--- src/rtl/beat_meter.sv ---
// beat_meter: measures the spacing of accepted rising beat edges in clk cycles; `define BEAT_METER_AVG_EN for 4-sample averaging
module beat_meter #(
  parameter int CNT_W      = 32,
  parameter int MIN_PERIOD = 5_000_000,
  parameter int TIMEOUT    = 200_000_000
) (
  input  logic             clk,
  input  logic             rst,
  input  logic             beat_in,
  input  logic             clear,
  output logic [CNT_W-1:0] period,
  output logic             period_valid,
  output logic             beat_pulse,
  output logic             timeout
);
  typedef enum logic {IDLE, MEASURE} state_t;
  localparam logic [CNT_W-1:0] MIN_P = CNT_W'(MIN_PERIOD);
  localparam logic [CNT_W-1:0] TMO = CNT_W'(TIMEOUT);
  state_t state, state_nxt;
  logic sync1, sync2, sync3;
  logic rise, accept, expire, flush, measure;
  logic [CNT_W-1:0] cnt, cnt_inc, cnt_nxt, period_nxt;
  logic valid_nxt, pulse_nxt, tmo_nxt;
  assign rise = sync2 & ~sync3;
  assign cnt_inc = cnt + 1'b1;
  assign accept = rise & (state == IDLE | cnt_inc >= MIN_P);
  assign expire = state == MEASURE & ~accept & cnt_inc == TMO;
  assign flush = clear | expire;
  assign measure = accept & ~clear & state == MEASURE;
  // two-flop synchronizer plus edge-history flop; clear leaves these alone
  always_ff @(posedge clk or negedge rst)
    if (!rst) {sync1, sync2, sync3} <= '0;
    else {sync1, sync2, sync3} <= {beat_in, sync1, sync2};
  // state register
  always_ff @(posedge clk or negedge rst)
    if (!rst) state <= IDLE;
    else state <= state_nxt;
  // next state: clear and timeout fall back to IDLE, any accepted edge starts a measurement
  always_comb state_nxt = flush ? IDLE : accept ? MEASURE : state;
`ifdef BEAT_METER_AVG_EN
  logic [CNT_W-1:0] hist [4];
  logic [CNT_W+1:0] sum, sum_nxt;
  logic [2:0] fill;
  logic full_nxt;
  assign sum_nxt = sum - {2'b00, hist[3]} + {2'b00, cnt_inc};
  assign full_nxt = fill >= 3'd3;
  // history of the last four raw measurements, hist[0] newest; empty slots hold zero
  always_ff @(posedge clk or negedge rst)
    if (!rst) begin
      hist <= '{default: '0};
      sum <= '0;
      fill <= '0;
    end else if (flush) begin
      hist <= '{default: '0};
      sum <= '0;
      fill <= '0;
    end else if (measure) begin
      hist <= '{cnt_inc, hist[0], hist[1], hist[2]};
      sum <= sum_nxt;
      fill <= full_nxt ? 3'd4 : fill + 3'd1;
    end
`endif
  // registered output and counter next values
  always_comb begin
    cnt_nxt = (flush | accept | state == IDLE) ? '0 : cnt_inc;
    pulse_nxt = accept & ~clear;
    tmo_nxt = clear ? 1'b0 : expire ? 1'b1 : accept ? 1'b0 : timeout;
`ifdef BEAT_METER_AVG_EN
    period_nxt = flush ? '0 : (measure & full_nxt) ? CNT_W'(sum_nxt >> 2) : period;
    valid_nxt = ~flush & (period_valid | (measure & full_nxt));
`else
    period_nxt = flush ? '0 : measure ? cnt_inc : period;
    valid_nxt = ~flush & (period_valid | measure);
`endif
  end
  // counter and output registers
  always_ff @(posedge clk or negedge rst)
    if (!rst) begin
      cnt <= '0;
      period <= '0;
      period_valid <= 1'b0;
      beat_pulse <= 1'b0;
      timeout <= 1'b0;
    end else begin
      cnt <= cnt_nxt;
      period <= period_nxt;
      period_valid <= valid_nxt;
      beat_pulse <= pulse_nxt;
      timeout <= tmo_nxt;
    end
endmodule

--- config.mk ---
export PLATFORM = sky130hd
export DESIGN_NAME = beat_meter
export DESIGN_NICKNAME = d
export VERILOG_FILES = /design/src/rtl/beat_meter.sv
export SDC_FILE = /design/constraint.sdc
export NUM_CORES = 1
export LEC_CHECK = 0
export ABC_AREA = 1
export CORE_UTILIZATION = 52
export DETAILED_ROUTE_END_ITERATION = 6
export PLACE_DENSITY = 0.77
export SYNTH_ARGS = -nofsm -noshare
export SYNTH_HDL_FRONTEND = slang
export SYNTH_SLANG_ARGS = --single-unit
--- constraint.sdc ---
create_clock -name clk -period 2.23 [get_ports clk]
set_input_delay 0.446 -clock clk [delete_from_list [all_inputs] [get_ports clk]]
set_output_delay 0.446 -clock clk [all_outputs]
set_load 0.02 [all_outputs]
; ---- Word level (Yosys, flattened, before mapping)
; Cells that the tools add are included.
[op_classes]
addsub = 1
magnitude_cmp = 1
n_eq_ne = 1
mux = 8
n_bitwise = 17
n_reduce_logical = 3
[op_table]
columns = operator, n
row1 = $mux 32, 3
row2 = $add 32x1->32 const B, 1
row3 = $eq 32x28->1 const B, 1
row4 = $ge 32x23->1 const B, 1
row5 = $and 1x1->1, 7
row6 = $mux 1, 5
row7 = $not 1->1, 5
row8 = $or 1x1->1, 5
row9 = $reduce_bool 2->1, 2
row10 = $reduce_bool 3->1, 1
[totals]
reg_bits = 71
in_bits = 4
out_inout_bits = 35
elab_cells = 40

; ---- Logic depth before layout (Yosys ltp)
; Gate-level depths: netlist of the first run.
[logic_depth]
word_depth = 11
depth_mapped = 19
mapped_depth_nobuf = 18

; ---- Worst setup path after synthesis of the first run
; OpenSTA, ideal clock, no wires.
[synth_timing]
kind = flip-flop to flip-flop
start = reg cnt[0]
end = reg period[22]
arrival_ns = 2.098
required_time_ns = 2.112
setup_slack_ns = 0.014
stages_incl_launch_ff = 18
n_path_buf = 1
period_less_slack_ns = 2.216
path_cell_list = dfrtp_1 > ha_1 > nand2_2 > nor2_4 > nand2_1 > nor2_2 > nand2_1 > nand2_1 > nand2_1 > nor2_1 > nand2_1 > nor3_2 > nand2_2 > nand3_2 > nand2_2 > buf_6 > nand3_1 > nand2_1
[synth_between]
elab_chain_len = 9
[synth_lines]
columns = element, line_no
row1 = from (decl), 22  ; logic [CNT_W-1:0] cnt, cnt_inc, cnt_nxt, period_nxt;
row2 = from (signal assigned), 85  ; cnt <= cnt_nxt;
row3 = $add 32x1->32 (*), 25  ; assign cnt_inc = cnt + 1'b1;
row4 = $ge 32x23->1, 26  ; assign accept = rise & (state == IDLE | cnt_inc >= MIN_P);
row5 = $or 1x1->1, 26
row6 = $and 1x1->1, 26
row7 = $not 1->1, 27  ; assign expire = state == MEASURE & ~accept & cnt_inc == TMO;
row8 = $and 1x1->1 (2 in a row), 27
row9 = $or 1x1->1, 28  ; assign flush = clear | expire;
row10 = $mux 32 / $reduce_bool 2->1 (equally long branches), -
row11 = to (signal assigned), 86  ; period <= period_nxt;
row12 = to (decl), 11  ; output logic [CNT_W-1:0] period,
; Every way passes the cells marked *; elsewhere a longest branch is shown, timed or not. The select of a mux whose other input is x is not followed.
; A chain may end at the register's enable or synchronous reset.

; ---- Final worst setup path of the first run
[layout_timing]
start = reg cnt[0]
end = reg period[20]
; The elaborated chain is that of the path after synthesis.

==> results of run 1 <==
final timing paths:
check,start,endpoint,slack [ps],cells past startpoint
max in group asynchronous,rst,cnt[31]$_DFF_PN0_,1720,2
setup / recovery,cnt[0]$_DFF_PN0_,period[20]$_DFFE_PN0P_,-520,19
min in group clk,sync1$_DFF_PN0_,sync2$_DFF_PN0_,350,0
hold reg to reg,sync1$_DFF_PN0_,sync2$_DFF_PN0_,350,0
hold / removal,rst,cnt[13]$_DFF_PN0_,120,2
setup reg to reg,cnt[0]$_DFF_PN0_,period[20]$_DFFE_PN0P_,-520,19
cell usage in the layout, fill, tap and decap left out, types with 2 or more instances in the layout:
| cell type | count |
|---|---|
| buf_12 | 8 |
| nand2_2 | 36 |
| clkbuf_8 | 9 |
| xnor2_2 | 2 |
| xor2_1 | 4 |
| nand2_1 | 150 |
| buf_6 | 10 |
| nor2_4 | 42 |
| nand3_1 | 51 |
| inv_1 | 56 |
| dfrtp_1 | 70 |
| nand4_1 | 6 |
| inv_2 | 6 |
| nand4_4 | 2 |
| xnor2_1 | 2 |
| nor2_2 | 16 |
| nand2_4 | 13 |
| nand3_2 | 5 |
| nand3b_1 | 9 |
| nor2_1 | 37 |
| clkdlybuf4s50_1 | 37 |
| clkbuf_16 | 4 |
| bufinv_16 | 4 |
| buf_4 | 96 |
power by group through the flow:
stage | registers (uW) | logic, uW | clock network (uW)
after floorplan | 1330 | 53.1 | 0
after global placement | 1320 | 120 | 0
after detailed placement | 1320 | 123 | 0
after CTS | 1300 | 125 | 1390
after global routing | 1300 | 177 | 1430
final | 1300 | 167 | 1390
registers in the layout, indices dropped and copies added (netlist names):
| name | flops |
|---|---|
| beat_pulse | 1 |
| cnt | 32 |
| period | 32 |
| period_valid | 1 |
| state | 1 |
| sync1 | 1 |
| sync2 | 1 |
| sync3 | 1 |
| timeout | 1 |
metal layers:
layer | vias to the layer above | GRT usage [%] | part of all wire, %
met5 | - | 0 | 0
met4 | 0 | 11.4 | 3.7
met3 | 52 | 6.93 | 6.5
met2 | 207 | 54.3 | 50
met1 | 2022 | 38.0 | 40
li1 | 1938 | - | -
cells in the mapped netlist, types with 3 or more instances:
library cell,count
nand2_1,192
inv_1,62
nor2_2,26
nand3_1,54
xnor2_1,3
dfrtp_1,71
nor2_1,63
buf_2,3
nand3b_1,9
nor2_4,6
buf_6,6
xor2_1,4
nand2_2,7
buf_4,3
nand4_1,6
cell families after synthesis:
logic type	synth area share, %
xor gates and xnor gates	2.39
buffers and inverters	8.70
adders and majority gates	0.319
AOI/OAI and AO/OA	0.255
and+or+nand+nor	43.1
DFF	45.3
worst max-delay path, stage by stage (launching register included):
cell and delay [ps]:
dfrtp_1 390, ha_2 210, nand2_2 80, nor2_4 250, nand2_4 130, nor2_4 120, buf_6 120, nand2_4 50
nand2_4 80, nand2_4 60, nor2_4 80, nand3_2 80, nor3_2 210, nand2_2 130, buf_6 140, nand4_4 90
clkinv_4 110, buf_12 160, nand2_2 70, nand2_1 60
repair_timing:
action	CTS	global route
cloned	0	5
gates resized for setup	13	129
setup endpoints to repair	68	68
pin swaps	2	13
buffers inserted	1	15
layout make-up:
type	count	area [um2]
clock buffers	10	128
fillers	433	1160
flip-flops and latches	71	1780
repair buffers	156	1470
well taps	99	124
clock inverters	6	133
multi-input cells	382	2260
inverters	63	241
per-stage QoR:
step           cells  hold WS, ps  setup TNS [ps]  setup slack (ps)
4_1_cts          767          128          -17880              -302
3_5_place_dp     750          339          -22290              -360
6_report         787          116          -32600              -519
2_1_floorplan    528          150               0              13.7
3_3_place_gp     750          337          -15140              -262
5_1_grt          787          157          -41190              -644
==> impl_summary.md, run 1 <==
GRT
The first global-routing pass estimated around 18,000 um of wire. Global routing consumed, over all layers together, 31.2% of the routing resources. The initial antenna violation count came to 0. The global route total overflow is 0. The maximum number of pins on one net before global-route repair is 40.

The via count of the first global-routing pass is 3,703.

Synth
The number of nets handed over by synthesis was approximately 530. The most used flip-flop cell after synthesis is dfrtp_1. The biggest area contributor in the post-synthesis netlist is dfrtp_1. The synthesized netlist occupies a cell area of 3930 um2.

The cell count after synthesis came out at between 500 and 600. Averaged over all synthesized cells, the footprint is 7.44 um2. Counting flops with an async set or reset pin after synthesis yields a share of 100%. The number of distinct library cells after synthesis is 26.

Synthesis inferred 71 register bits. By area the synthesized netlist is led by dfrtp_1, nand2_1, nand3_1. The area share of the largest cell type after synthesis is between 40% and 50%.

The synthesized design contains 0 enable-type register cells. The total number of yosys warnings is 0. Sequential cells were found to cover 45.3% of the synthesized design area.

Status
The run finished, with violations left. The checks that failed: negative setup slack.

Power and ir drop
The net switching power is ~640 uW. The total power of the final layout is 2850 uW. The share of total power dissipated in combinational logic is 5.9%. The cell-internal power is 2210 uW. Dividing total power by cell area gives a power density of 465 nW/um2.

The leakage dissipation is 0.00300 uW. The portion of total power attributed to the clock network is approximately 49%. Net switching is 22.5% of the power.

Registers are responsible for between 40% and 50% of the overall power. The worst-case IR drop observed on VDD is approximately 370 uV.

Drt
The detailed router finished its first iteration with ~360 violations. After detailed routing, the total wire length is between 10,000 and 15,000 um. The DRC violations left is 0. The number of vias per cell is 5.36. The detail route stage leaves a number of antenna-violating nets equal to 0. The first-pass iteration count of the detailed router is 5. The wire length per cell after detailed routing is 17.7 um. For this block, the via count after detailed routing is 4,219.

STA
The actual slew at the worst max-slew pin is about 550 ps. The number of max-slew violations in the final report is 0. The final period demand of the worst path is 2750 ps. After layout, the worst path uses 123% of the clock period. Setup repair after global routing could not meet its margin everywhere.

The maximum clock rate is 364 MHz. The clock arrives with 8.85 ps of skew. Headroom to the max-slew limit came out at a little over three fifths. Across all setup checks in the final design, the least slack found is -519 ps. Setup violations remaining at the end of the flow were counted as between 60 and 70. The final hold violation count is 0.

Cells and area
The repair_antennas step left the layout with diodes totalling 0. The net count of the finished layout is 688. The final cell area excluding filler cells is 6140 um2. The growth of design area from synthesis to finish is 56.3%. The final standard cell utilization of the core is 84.1%. The fraction of final layout cells sized beyond drive strength 1 is 38.2%.

Setup path
The setup path with the least slack is of type reg2reg. The type of destination of the critical path is a register. The worst setup path is launched from a register. For the worst setup path, the data arrival time is about 3000 ps. In this run the worst path has a maximum fanout of 12. Data on the critical path is required at its endpoint by 2480 ps.

Floorplanning
The area of the core region is 7290 um2. The floorplan step set the die width to 88.9 um. The total I/O pin count is 39.

From bottom edge to top edge, the die measures 88.9 um. The die covers roughly 7900 um2. The effective utilization at floorplan is 53.8%.

The number of placement rows is 31.

CTS
The later-pin clock latency in the skew report is 360 ps. The count of hold buffers inserted by post-cts repair is 0. The clock-pin transition on the worst setup and hold timing paths is around 80 ps. The clock tree from TritonCTS is yes. The clock passes through at most 2 buffers. The CTS sink count is 71. The number of buffers inserted during clock tree synthesis is 9. The root buffer cell chosen for the clock tree is clkbuf_8. The H-tree depth is 3.

Placement
Once placement finished, the instance area stood at 5140 um2. The congestion estimate from routability-driven global placement came to between 0.9 and 1. The total half-perimeter wirelength after legalization and detailed placement is 8220 um. During placement, the flow inserted port buffers numbering 38.

Run
Across the run, the number of max-cap violations was 0.

Min path
The classification of the worst-slack hold path is in2async.
(Power assumes the default switching activity.)
==> inputs of run 2 (changes only) <==
Settings changed: ABC_CLOCK_PERIOD_IN_PS set to 3300, CORE_MARGIN set to 4, CORE_UTILIZATION 52 to 60, PLACE_DENSITY 0.77 to 0.83.
Clock period 2.23 ns to 3.3 ns, I/O delays scaled along.
==> impl_summary.md, run 2 (synthesized netlist as in run 1, its figures left out) <==
Status
The run finished with clean final reports.

Min path
The worst hold path belongs to the class in2async.

CTS
The clock-pin transition on the worst setup and hold timing paths is approximately 80 ps. The H-tree depth is 3. The number of buffers inserted during clock tree synthesis is 9.

TritonCTS built the clock tree. Post-CTS repair changed the size of 0 cells. After clock tree synthesis, the flow added hold-fix buffers numbering 0. Buffers added to address setup during post-CTS repair amount to 0. The tree is rooted in a clkbuf_8. The CTS sink count is 71. The later-pin clock latency in the skew report is 350 ps. The buffer depth of the longest clock path is 2.

GRT
The maximum number of pins on one net before global-route repair is 42. The via count of the first global-routing pass is about 3,400. The initial antenna violation count is 0. Global routing consumed, over all layers together, roughly 28% of the routing resources. The wire length of the first global-routing pass is ~16,000 um. Global routing finished with a remaining overflow of 0.

Setup path
The worst stage delay on the critical path is 400 ps. The critical path goes through ha_1, nand2_2, nor2_4, nand2_2, nor2_2, xnor2_1, inv_1, nor2_1, nand3_1, nand2_1, nand2_2, nand3_2, nand2_2, nand3_1, nand2_1. In this run the worst path has a maximum fanout of 33. The category of the critical setup timing path is reg2reg. The type of destination of the critical path is a register. The most numerous cell type found on the critical path is nand2_2. The data arrival time of the worst path is 3200 ps. The required time at the endpoint of the critical path is 3550 ps. The kind of cell adding the most delay to the critical path is simple AND/OR/NAND/NOR gates.

The worst setup path is launched from a register. The sum of buffers and inverters on the critical path is 1. Among all stages on the critical path, the largest delay is contributed by dfrtp_1.

Drt
After detailed routing, the average wire length per cell comes to 14.8 um. The count of nets left with antenna violations once routing finished came out at 0. The violation count after the first detailed-routing iteration is 221. The number of vias in the routed layout is between 3,000 and 4,000. After detailed routing, the number of vias per cell comes to about 5.2.

The first detailed-routing pass ran for 5 iterations. The final layout contains routed wiring with a total length of 9650 um. After detailed routing, the number of remaining DRC violations is 0.

Power and ir drop
The combinational share of power is between 3 and 4%. Of the total power, the share spent switching nets is 23.6%. The power per cell area is 367 nW/um2.

The portion of total power attributed to the clock network is a little over two fifths. The share of total power dissipated in sequential elements is between 50% and 60%. Summed over all cells, the static leakage comes to 0.00218 uW. The cell-internal power is 1280 uW.

Summed over all nets, the switching power comes to approximately 400 uW. The maximum vdd ir drop is 246 uV.

Placement
Detailed placement ended at an HPWL of 7260 um. At the placement stage, the worst setup path has a slack of 379 ps. Buffers placed on the I/O ports in this run total 38. The final RePlAce weighted congestion is 0.970.

Floorplanning
The area of the core region is 6350 um2. The number of placement rows is 29. The effective utilization at floorplan is 61.8%. The chip width is 88.9 um. The die covers 7900 um2. The height of the die is 88.9 um. The total I/O pin count is 39.

STA
Across all hold checks on the routed design, the worst slack comes to about 110 ps. The number of max-slew violations in the final report came to 0. The maximum clock rate is 339 MHz. Measured against its own limit, the worst slew margin works out to 56.7%. Setup slack on the critical path of the routed design comes to approximately 350 ps.

The final hold violation count is 0. The worst path needs 2950 ps of the cycle, external delays included. The actual slew at the worst max-slew pin is roughly 650 ps. Setup violations remaining at the end of the flow were counted as 0.

The worst setup skew after layout is 8.55 ps. Summed over all failing endpoints, the final setup total negative slack is 0 ps. The worst path uses 89.5% of the clock period. Setup repair after global routing left no endpoint under its margin.

Run
The tool flagged a number of max-cap violations equal to 0.

Cells and area
Relative to the synthesized area, the layout overhead comes to 16.1%. Leaving out fill and tap cells, the most frequent cell in the layout is nand2_1. The net count of the finished layout is 576. The library cells used most frequently in the layout, excluding fill and tap cells, are nand2_1, dfrtp_1, nor2_1, inv_1, nand3_1. The fraction of final layout cells sized beyond drive strength 1 is 12.3%. The largest registers in the layout are cnt: 32 flops, period: 32 flops. The diode insertion count for antenna repair is 0.
run 2: path summary, 6_finish.rpt:
kind | from | end | slack, ps | depth (start not counted)
setup / recovery | cnt[0]$_DFF_PN0_ | period[31]$_DFFE_PN0P_ | 350 | 15
hold / removal | rst | period[21]$_DFFE_PN0P_ | 110 | 1
setup reg to reg | cnt[0]$_DFF_PN0_ | period[31]$_DFFE_PN0P_ | 350 | 15
hold reg to reg | sync1$_DFF_PN0_ | sync2$_DFF_PN0_ | 360 | 0
max in group asynchronous | rst | state$_DFFE_PN0P_ | 2450 | 2
min in group clk | sync1$_DFF_PN0_ | sync2$_DFF_PN0_ | 360 | 0
run 2: layer usage:
| layer | share of wire (%) | vias up | track usage [%] |
|---|---|---|---|
| met5 | 0 | - | 0 |
| met4 | 1.5 | 0 | 8.93 |
| met3 | 5.0 | 19 | 5.35 |
| met2 | 47 | 95 | 43.9 |
| met1 | 46 | 1572 | 38.0 |
| li1 | - | 1700 | - |
run 2: final cells by class:
| class | count | area, um2 |
|---|---|---|
| repair buffers | 44 | 433 |
| clock buffers | 11 | 151 |
| inverters | 63 | 236 |
| well taps | 77 | 96.3 |
| flip-flops and latches | 71 | 1780 |
| clock inverters | 5 | 56.3 |
| fillers | 520 | 1790 |
| multi-input cells | 382 | 1810 |
run 2: power groups by stage:
stage | sequential, uW | combinational [uW] | clock (uW)
6_report | 878 | 63.8 | 731
5_1_grt | 878 | 71.7 | 779
4_1_cts | 878 | 65.3 | 739
3_5_place_dp | 895 | 65.0 | 0
3_3_place_gp | 895 | 63.3 | 0
2_1_floorplan | 897 | 35.9 | 0
run 2: worst register-to-register path, stage by stage, from the launching register on:
cell     delay [ps]
dfrtp_1         400
ha_1            220
nand2_2         100
nor2_4          160
nand2_2         110
nor2_2          210
xnor2_1         220
inv_1           110
nor2_1          220
nand3_1         120
nand2_1          90
nand2_2         100
nand3_2         110
nand2_2         390
nand3_1         230
nand2_1          70
run 2: per-stage QoR:
step | cell area [um2] | total power (uW) | std cells | utilization [%]
CTS | 4560 | 1680 | 653 | 71.8
floorplan | 3930 | 932 | 528 | -
global placement | 4350 | 958 | 637 | 68.5
global route | 4560 | 1730 | 653 | 71.8
detailed placement | 4350 | 960 | 637 | 68.5
finish | 4560 | 1670 | 653 | 71.8
==> inputs of run 3 (changes only) <==
Settings changed: GPL_TIMING_DRIVEN set to 0, RECOVER_POWER set to 25.
==> impl_summary.md, run 3 (synthesized netlist as in run 1, its figures left out) <==
Status
The flow ran to the end, but the final reports show violations. The final reports fail on max-capacitance violations, max-slew violations.

Drt
The final layout contains routed wiring with a total length of 9540 um. Summed over all nets, wire length on met3 after detailed routing comes to around 500 um. For this block, the initial DRC count from the detailed router was 291. The highest routed metal layer is met4. For this run, design rule violations remaining after detail routing come to 0. The count of antenna-violating nets left after detailed routing is 0. The first-pass iteration count of the detailed router is 5.

The wire length per cell after detailed routing is 14.5 um. Using the TritonRoute via totals, the vias-per-cell ratio works out to 5.26. The met1 wire length is 4350 um. The number of vias in the routed layout is around 3,500.

The sum of met2 wire segment lengths after detailed routing is 4510 um.

STA
The worst setup skew after layout is about 9.7 ps. The share of the clock period used by the worst path is around nine tenths. Setup violations remaining at the end of the flow were counted as 0. Setup repair after global routing left no endpoint under its margin.

For this run, the top clock speed supported by timing is between 300 and 400 MHz. In this run the tightest slew margin relative to its limit is -16.2%. The final period demand of the worst path is 3010 ps. The number of max-slew violations in the final report is 72. The actual slew at the worst max-slew pin is 1740 ps. The final hold violation count was 0. Summed over all failing endpoints, the final setup total negative slack is 0 ps.

GRT
The via count of the first global-routing pass came to 3,434. The global route total overflow is 0. The maximum number of pins on one net before global-route repair is between 70 and 80. The wire length of the first global-routing pass is between 15,000 and 20,000 um. The initial antenna violation count is 0. Global routing used 26.5% of the available tracks.

Floorplanning
The area of the core region is 6350 um2. In this run the horizontal extent of the chip is ~89 um. The number of placement rows is 29. The effective utilization at floorplan is 61.8%. The floorplan step defined a die boundary enclosing 7900 um2.

During I/O placement, the number of pins put on the boundary was 39. The height of the die is slightly below 90 um.

CTS
TritonCTS built the clock tree. The buffer depth of the longest clock path is 2. CTS saw 71 sinks. The later-pin clock latency in the skew report is 350 ps. The post-cts gate resize count is 0. Once the clock tree was built, the setup fixing pass inserted 0 buffers. The H-tree was split into 3 levels. The clock-pin transition on the worst setup and hold timing paths is 80 ps. The number of buffers inserted during clock tree synthesis is 9.

The count of hold buffers inserted by post-cts repair is 0. The CTS root buffer is clkbuf_8.

Setup path
The worst register-to-register path begins at cnt[0]$_DFF_PN0_. The data arrival time of the worst path is 3260 ps. The slowest stage cell on the critical path is dfrtp_1. The setup check on the worst reg-to-reg path leaves a slack of around 290 ps. The worst setup path is launched from a register. The category of the critical setup timing path is reg2reg. The biggest fanout along the worst timing path is 10. The capture point of the critical path is period[11]$_DFFE_PN0P_. The sum of buffers and inverters on the critical path is 1. In this run the worst setup path begins at cnt[0]$_DFF_PN0_. For this run, the slowest stage of the critical path takes about 420 ps. Traced cell by cell, the critical path runs through ha_1, nand2_2, nor2_4, nand2_2, nor2_2, nand2_1, nand2_1, nand2_1, nor2_1, nand4_1, nor2_1, nand3_1, nand2_1, nand2_2, buf_6, nand3_1, nand2_1. The kind of cell adding the most delay to the critical path is simple AND/OR/NAND/NOR gates. The end of the worst register-to-register path is period[11]$_DFFE_PN0P_.

The cell occurring most often along the worst timing path is nand2_1. For the worst flop-to-flop path, the logic depth is 17. STA classifies the critical path endpoint as a register.

For the worst setup path, the data required time is 3540 ps. The instance count on the critical path is 17.

Power and ir drop
The total power of the final layout is 1570 uW. The power per cell area is around 340 nW/um2. The worst-case IR drop observed on VDD is 376 uV. The leakage dissipation is 0.00220 uW.

Cells and area
The library cell used most frequently in the layout, excluding fill and tap cells, is nand2_1. The net count reported at finish is 582. Of the cells placed in the final design, the portion with a size suffix greater than 1 is 13.2%. The number of non-filler instances in the completed layout is 659. The area growth from synthesis to layout is 16.4%. In the final layout, the registers with the most flip-flops are cnt: 32 flops, period: 32 flops. In the layout the commonest cells are nand2_1, dfrtp_1, nor2_1, inv_1, nand3_1. The repair_antennas step left the layout with diodes totalling 0.

The final cell area excluding filler cells is approximately 4600 um2.

Placement
The final RePlAce weighted congestion is 0.961. The number of cells in the design after placement is roughly 640. After legalization and detailed placement, the total HPWL measured 7190 um.

The total cell area at the placement stage is 4400 um2. Buffers placed on the I/O ports in this run total 38.

Min path
The classification of the worst-slack hold path is reg2reg.

Run
The tool flagged a number of max-cap violations equal to 1.
==> run 3: cell count changes in the layout (fill, tap and decap cells not counted), sizes merged <==
cell           before  now
clkdlybuf4s50      37   36
dlygate4sd3         0    1
buf                 7   12
clkinv              3    5
bufinv              1    0
==> run 3: worst min path at each step <==
stage                          from         endpoint  slack (ps)  depth (start not counted)
floorplan           sync1$_DFF_PN0_  sync2$_DFF_PN0_         330                          0
global placement    sync1$_DFF_PN0_  sync2$_DFF_PN0_         350                          0
detailed placement  sync1$_DFF_PN0_  sync2$_DFF_PN0_         340                          0
CTS                 sync1$_DFF_PN0_  sync2$_DFF_PN0_         370                          0
global route        sync1$_DFF_PN0_  sync2$_DFF_PN0_         370                          0
finish              sync1$_DFF_PN0_  sync2$_DFF_PN0_         370                          0
==> run 3: per-stage QoR <==
stage                     setup WS, ps  hold WS, ps  utilization, %
after global routing              58.5          374            72.0
after detailed placement           340          338            69.3
after floorplan                   1080          331               -
after CTS                          308          366            72.0
after global placement            -792          346            69.3
final                              286          366            72.0
==> run 3: layout make-up <==
cell class	instances	area, um2
clock inverters	6	36.3
flip-flops and latches	71	1780
multi-input cells	382	1810
clock buffers	10	138
plain buffers	12	105
well taps	77	96.3
fillers	516	1780
inverters	63	236
repair buffers	38	375
==> run 3: metal layers <==
layer	global-route usage (%)	up-vias
li1	-	1713
met3	5.44	18
met2	42.7	92
met5	0	-
met1	35.9	1641
met4	8.52	0
==> run 3: worst reg2reg max path, stage by stage (launching register included) <==
cell and delay, ps:
dfrtp_1 420, ha_1 230, nand2_2 100, nor2_4 200, nand2_2 150, nor2_2 170, nand2_1 70, nand2_1 120
nand2_1 70, nor2_1 220, nand4_1 150, nor2_1 200, nand3_1 220, nand2_1 130, nand2_2 140, buf_6 180
nand3_1 80, nand2_1 50
==> run 3: where the power goes <==
group | internal, uW | leakage, uW | switching, uW
logic | 19.2 | 0.00112 | 50.1
registers | 874 | 0.000984 | 4.21
clock network | 289 | 0.0000918 | 337
total | 1180 | 0.00220 | 391
